`src/rtl/uart_hex_printer.sv`:
```
// Debug status printer: latches a word on a trigger and sends it as uppercase ASCII hex + CR LF
// over 8N1 UART. Define UART_HEX_PREFIX_EN to prepend "0x" to every message.
module uart_hex_printer #(
  parameter int unsigned CLK_FREQ = 27_000_000,
  parameter int unsigned BAUD     = 115200,
  parameter int unsigned DATA_W   = 32
) (
  input  logic              I_clk,
  input  logic              I_rst_n,
  input  logic              I_trig,
  input  logic [DATA_W-1:0] I_data,
  output logic              O_busy,
  output logic              O_done,
  output logic              O_uart_tx
);

  localparam int unsigned CLKS_PER_BIT = CLK_FREQ / BAUD;
`ifdef UART_HEX_PREFIX_EN
  localparam int unsigned PREFIX_N = 2;
`else
  localparam int unsigned PREFIX_N = 0;
`endif
  localparam int unsigned NCHAR  = DATA_W / 4 + 2 + PREFIX_N;
  localparam int unsigned CHAR_W = $clog2(NCHAR);
  localparam int unsigned CNT_W  = (CLKS_PER_BIT > 1) ? $clog2(CLKS_PER_BIT) : 1;

  localparam logic [CNT_W-1:0]  CntReload = CNT_W'(CLKS_PER_BIT - 1);
  localparam logic [CHAR_W-1:0] LastChar  = CHAR_W'(NCHAR - 1);
  localparam logic [CHAR_W-1:0] CrChar    = CHAR_W'(NCHAR - 2);

  typedef enum logic [1:0] {StIdle, StStart, StData, StStop} state_e;

  state_e              state_q, state_d;
  logic [CNT_W-1:0]    cnt_q, cnt_d;
  logic [2:0]          bit_q, bit_d;
  logic [CHAR_W-1:0]   char_q, char_d;
  logic [DATA_W-1:0]   shadow_q, shadow_d;
  logic                tx_q, tx_d;
  logic                busy_q, busy_d;
  logic                done_q, done_d;

  logic [CHAR_W-1:0]   nib_idx;
  logic [DATA_W-1:0]   shifted;
  logic [3:0]          nibble;
  logic [7:0]          cur_byte;

  // Byte for the current character index; nibble 0 is the MSB nibble of the shadow word.
  always_comb begin
    nib_idx  = char_q - CHAR_W'(PREFIX_N);
    shifted  = shadow_q << {nib_idx, 2'b00};
    nibble   = shifted[DATA_W-1 -: 4];
    cur_byte = (nibble < 4'd10) ? {4'h3, nibble} : (8'h37 + {4'h0, nibble});
    if (char_q == LastChar) begin
      cur_byte = 8'h0A;
    end else if (char_q == CrChar) begin
      cur_byte = 8'h0D;
`ifdef UART_HEX_PREFIX_EN
    end else if (char_q == '0) begin
      cur_byte = 8'h30;
    end else if (char_q == CHAR_W'(1)) begin
      cur_byte = 8'h78;
`endif
    end
  end

  always_comb begin
    state_d  = state_q;
    cnt_d    = cnt_q;
    bit_d    = bit_q;
    char_d   = char_q;
    shadow_d = shadow_q;
    tx_d     = tx_q;
    busy_d   = busy_q;
    done_d   = 1'b0;
    unique case (state_q)
      StIdle: begin
        if (I_trig) begin
          state_d  = StStart;
          shadow_d = I_data;
          char_d   = '0;
          cnt_d    = CntReload;
          tx_d     = 1'b0;
          busy_d   = 1'b1;
        end
      end
      StStart: begin
        if (cnt_q == '0) begin
          state_d = StData;
          cnt_d   = CntReload;
          bit_d   = '0;
          tx_d    = cur_byte[0];
        end else begin
          cnt_d = cnt_q - CNT_W'(1);
        end
      end
      StData: begin
        if (cnt_q == '0) begin
          cnt_d = CntReload;
          if (bit_q == 3'd7) begin
            state_d = StStop;
            tx_d    = 1'b1;
          end else begin
            bit_d = bit_q + 3'd1;
            tx_d  = cur_byte[bit_q + 3'd1];
          end
        end else begin
          cnt_d = cnt_q - CNT_W'(1);
        end
      end
      StStop: begin
        if (cnt_q == '0) begin
          if (char_q == LastChar) begin
            state_d = StIdle;
            tx_d    = 1'b1;
            busy_d  = 1'b0;
            done_d  = 1'b1;
          end else begin
            state_d = StStart;
            char_d  = char_q + CHAR_W'(1);
            cnt_d   = CntReload;
            tx_d    = 1'b0;
          end
        end else begin
          cnt_d = cnt_q - CNT_W'(1);
        end
      end
      default: state_d = StIdle;
    endcase
  end

  always_ff @(posedge I_clk or negedge I_rst_n) begin
    if (!I_rst_n) begin
      state_q  <= StIdle;
      cnt_q    <= '0;
      bit_q    <= '0;
      char_q   <= '0;
      shadow_q <= '0;
      tx_q     <= 1'b1;
      busy_q   <= 1'b0;
      done_q   <= 1'b0;
    end else begin
      state_q  <= state_d;
      cnt_q    <= cnt_d;
      bit_q    <= bit_d;
      char_q   <= char_d;
      shadow_q <= shadow_d;
      tx_q     <= tx_d;
      busy_q   <= busy_d;
      done_q   <= done_d;
    end
  end

  assign O_uart_tx = tx_q;
  assign O_busy    = busy_q;
  assign O_done    = done_q;

endmodule

```
`config.mk`:
```
export PLATFORM = sky130hd
export DESIGN_NAME = uart_hex_printer
export DESIGN_NICKNAME = d
export VERILOG_FILES = /design/src/rtl/uart_hex_printer.sv
export SDC_FILE = /design/constraint.sdc
export NUM_CORES = 1
export LEC_CHECK = 0
export ABC_CLOCK_PERIOD_IN_PS = 2800
export BUFFER_PORTS_ARGS = -buffer_cell sky130_fd_sc_hd__buf_2
export CAP_MARGIN = 10
export CORE_MARGIN = 4
export CORE_UTILIZATION = 52
export DETAILED_ROUTE_END_ITERATION = 8
export PLACE_DENSITY = 0.82
export SYNTH_ARGS = -nofsm -noshare
export SYNTH_HDL_FRONTEND = slang
export SYNTH_SLANG_ARGS = --single-unit
```
`constraint.sdc`:
```
create_clock -name I_clk -period 2.8 [get_ports I_clk]
set_input_delay 0.56 -clock I_clk [delete_from_list [all_inputs] [get_ports I_clk]]
set_output_delay 0.56 -clock I_clk [all_outputs]
set_load 0.005 [all_outputs]
```
======== After elaboration in Yosys (flattened, before gate mapping) ========
Index checks and enable logic that the tools add are counted.
Widths: inputs -> output; s select.
cells by class
  $add $sub $neg .......................... 4
  order comparisons ....................... 2
  equal/unequal tests ..................... 15
  shifts and indexed selects .............. 1
  multiplexer cells ....................... 38
  reduce and logical (&&, ||, !) cells .... 12
operators by type and width
  operator             number
  $mux 8               5
  $shl 32x6->32        1
  $pmux 8 s3           1
  $ne 2x2->1 const B   8
  $reduce_and 4->1     4
  $mux 7               2
  $mux 1               13
  $mux 4               3
  $mux 2               5
  $mux 3               3
  $eq 4x4->1 const B   2
  $logic_not 8->1      1
  $pmux 2 s4           1
  $pmux 4 s2           1
  $sub 8x1->8 const B  1
  $add 6x4->7 const A  1
  $pmux 3 s2           1
  $reduce_and 5->1     1
  $add 4x1->4 const B  1
  $eq 2x2->1 const B   2
  $lt 3x4->1 const B   1
  $lt 4x4->1 const B   1
  $pmux 1 s4           1
  $reduce_and 2->1     2
  9 further kinds      10
word-level totals
  register bits ........................... 52
  input port bits ......................... 35
  output and inout bits ................... 3

======== Longest topological paths before layout ========
  depth after elaboration ................. 10
  mapped depth ............................ 11

======== Worst setup path after synthesis ========
No wires, ideal clock.
  kind .................................... register to register
  start ................................... reg char_q[0]
  end ..................................... reg tx_q, in the netlist O_uart_tx
  library setup time ...................... 78 ps
  arrival time ............................ 2597 ps
  data required time ...................... 2722 ps
  slack ................................... 125 ps
  cell stages (with the launch flop) ...... 12
  path buffers ............................ 1
  period minus slack after synthesis ...... 2675 ps
  cells stage by stage .................... dfrtp_1 > buf_6 > mux4_1 > mux2_2 > nand2b_1 > ha_1 > nor3_1 > a22o_1 > o21ai_2 > a31oi_1 > or3b_1 > a31o_1
on the way
  longest elaborated chain between the ends .. 10
  elaborated cells between the ends (all ways) .. 16
  those cells by class .................... add/sub: 1; order compare: 1; eq/ne: 2; shift: 1; mux: 11
ends and longest elaborated chain
  item                                              line  RTL
  from (decl)                                       36    logic [CHAR_W-1:0] char_q, char_d;
  from (signal assigned)                            145   char_q <= char_d;
  $shl 32x6->32                                     50    shifted = shadow_q << {nib_idx, 2'b00};
  $add 6x4->7 / $lt 4x4->1 (equally long branches)  52    cur_byte = (nibble < 4'd10) ? {4'h3, nibble} : (8'h37 + {4'h0, nibble});
  $mux 7                                            52
  $mux 7                                            55    end else if (char_q == CrChar) begin
  $mux 8                                            53    if (char_q == LastChar) begin
  $bmux 1 s3                                        104   tx_d = cur_byte[bit_q + 3'd1];
  $mux 1 (not written as such)                      104
  $mux 1                                            99    if (bit_q == 3'd7) begin
  $mux 1                                            97    if (cnt_q == '0) begin
  $pmux 1 s4 (*)                                    75    unique case (state_q)
  to (signal assigned)                              147   tx_q <= tx_d;
  to (decl)                                         38    logic tx_q, tx_d;
Mark *: on every way between the ends. The rest lies on a longest branch, timed or not. The select of a mux whose other input is x is not followed.
A chain may end at the register's enable or synchronous reset.

======== Worst setup path after layout ========
Ends and elaborated chain as after synthesis.

==> impl_metrics.toml <==
[run_status]
status = "finished clean"

[yosys]
synthCells = 235
syn_area_um2 = 2810
synthArstFlopShare_pct = 100
yosysSeqAreaShare_pct = 46.4
avgSynthCellArea_um2 = 11.9
synthFlopType = "dfrtp_1"
synth_cell_types = 47
synth_nets = 281
synth_edf_count = 0
synth_warnings = 0
ys_seq_elements = 52

[cts]
insertion_delay_ps = 310
tritoncts = "built"
root_buffer = "clkbuf_8"
cts_max_level = 2
cts_made_buffers = 5
holdBufCountCts = 0
clockBufferDepth = 2
cts.sinks = 52
path_clk_slew_ps = 100

[worst_setup_path]
crit_arrival_ps = 2910
rr_worst_depth = 10
crit_path_cell_trace = "buf_6, buf_4, buf_4, mux4_1, a2bb2oi_1, o211ai_1, xor2_1, o2111ai_1, or3b_1, a31o_1"
r2r-start = "char_q[0]"
crit_type = "reg -> reg"
crit_required_ps = 3040
rr_endpoint = "O_uart_tx"
slowest_stage = "mux4_1"
end_kind = "flip-flop"
critPathLaunchType = "flip-flop"
path_max_fanout = 7
cpPeakStageDelay_ps = 580
r2r_slack_ps = 130
critical_path.most_common_cell = "buf_4"

[floorplan]
start_util_pct = 54.2
die_x_um = 81.4
dieArea_um2 = 6630
ios = 38
rows = 26
core_area_um2 = 5170
die_y_um = 81.4

[timing]
fin_crit_ps = 2670
worst_pin_slew_ps = 638
hold_viol = 0
setup_viol = 0
slew_violations = 0
setup_slack_ps = 129
fmax_ghz = 0.374
finClkSkew_ps = 11.7
slew_headroom_pct = 56.9
fin_crit_sh_pct = 95.4

[routing]
vias = 2002
ant_nets = 0
first_pass_iters = 4
route.detailed.drc = 0
vias_per_cell = 5.69
wl_um = 5330
wl_per_cell_um = 15.1
drtIter0Drc = 109

[layout]
design_area_um2 = 3220
num_antenna_cells = 0
layout-drive-gt1-share_pct = 35.8
final_nets = 327
area_delta_synth_final_pct = 14.7
stdcell_count = 352

[worst_hold_path]
min_path_type = "in -> async"

[pwr]
fin_total_pwr_mw = 1.69
ir_worst_vdd_uv = 405
power_leakage_nw = 1.57
powerDensity_nw_per_um2 = 525

[grt]
overflow = 0
gr-usage-all-layers_pct = 17.6
grt_start_max_net_pins = 34
grt_pass1_vias = 2041
grt_pass1_wl_um = 9110
antenna_found_initial = 0

[place]
dp_cells = 343
port_buffers = 37
place_congestion = 0.832
dpl.hpwl_um = 4010
pre_cts_slack_ps = 101
placed_cell_area_um2 = 3110

[run]
maxCapViolations = 0
==> repair_timing <==
action | in CTS | in global routing
endpoints found under the setup margin | 0 | 1
resized for setup | 0 | 6
setup buffers | 0 | 1
==> area by class of cell <==
class	count	area, um^2
fill	400	1960
multi-input combinational	165	1430
tap	70	87.6
sequential	52	1300
clock buffer	5	68.8
timing repair buffer	47	264
clock inverter	3	22.5
inverter	10	37.5
==> worst max-delay path, delay by kind of cell, from the launching register on <==
| kind | cells | cell delay (ps) |
|---|---|---|
| simple gates | 1 | 360 |
| xor+xnor | 1 | 140 |
| buf+inv | 3 | 390 |
| mux | 1 | 580 |
| flops | 1 | 410 |
| compound gates | 4 | 730 |
==> logic make-up after synthesis <==
kind of cell	after synthesis	synth area share (%)
AND/OR/NAND/NOR	51	9.14
multiplexers	50	23.4
AO/OA/AOI/OAI	48	11.8
flip-flops	52	46.4
XOR/XNOR	5	1.56
adder cells (fa/ha/maj)	11	4.91
buffers and inverters	18	2.77
==> synth_stat cells (all sizes together), types with 2 or more instances <==
library cell	number	area share [%]
nand3	3	0.54
mux2i	6	2.1
mux2	37	15
inv	10	1.3
nand2b	2	0.45
o211ai	3	0.80
xnor2	3	0.94
a22o	8	2.5
dfrtp	51	45
a21oi	10	1.8
o21ai	9	1.7
and3b	2	0.62
buf	7	1.3
o22a	2	0.62
a31oi	6	1.3
ha	11	4.9
nand3b	2	0.54
xor2	2	0.62
or3	3	0.67
nor2	18	2.4
mux4	7	6.3
nand2	8	1.1
nor3	6	1.1
==> sequential cells by signal, indices dropped and copies added (netlist names) <==
| signal | count |
|---|---|
| O_busy | 1 |
| O_done | 1 |
| O_uart_tx | 1 |
| bit_q | 3 |
| char_q | 4 |
| cnt_q | 8 |
| shadow_q | 32 |
| state_q | 2 |
==> where the power goes <==
group / switching, mW / internal (mW) / total [mW]
clock: 0.260 / 0.180 / 0.440
sequential: 0.0879 / 0.833 / 0.921
combinational: 0.162 / 0.167 / 0.329
total: 0.510 / 1.18 / 1.69
==> metrics by stage <==
step                      hold slack, ps  util [%]  TNS [ps]
after floorplan                      264         -         0
after CTS                            126      61.8         0
after global placement               467      60.0         0
final                                123      62.2         0
after detailed placement             464      60.0         0
after global routing                 135      62.2     -4.90
==> placed cells by master, fill, tap and decap left out, drive strengths merged, types with 3 or more instances in the layout <==
master  instances
nor2           18
a21oi          10
mux2           37
a31oi           6
inv            11
dfrtp          51
nor3            6
or3             3
a22o            8
xnor2           3
mux2i           6
clkbuf          5
buf            47
o211ai          3
nand2           8
mux4            7
nand3           3
o21ai           9
ha             11
==> routing by layer <==
layer / part of all wire, % / up-vias / global-route usage (%)
li1: - / 968 / -
met1: 46 / 977 / 22.6
met5: 0 / - / 0
met3: 4.2 / 13 / 3.40
met2: 47 / 44 / 29.7
met4: 2.2 / 0 / 5.91
==> worst max-delay path by stage <==
stage               startpoint   endpoint  slack (ps)  depth (start not counted)
floorplan            char_q[0]  O_uart_tx         120                         11
global placement     char_q[0]  O_uart_tx         170                         11
detailed placement   char_q[0]  O_uart_tx         100                         11
CTS                  char_q[0]  O_uart_tx          70                         11
global route         char_q[0]  O_uart_tx          -5                         11
finish               char_q[0]  O_uart_tx         130                         10
Power figures use the tool's default switching activity.
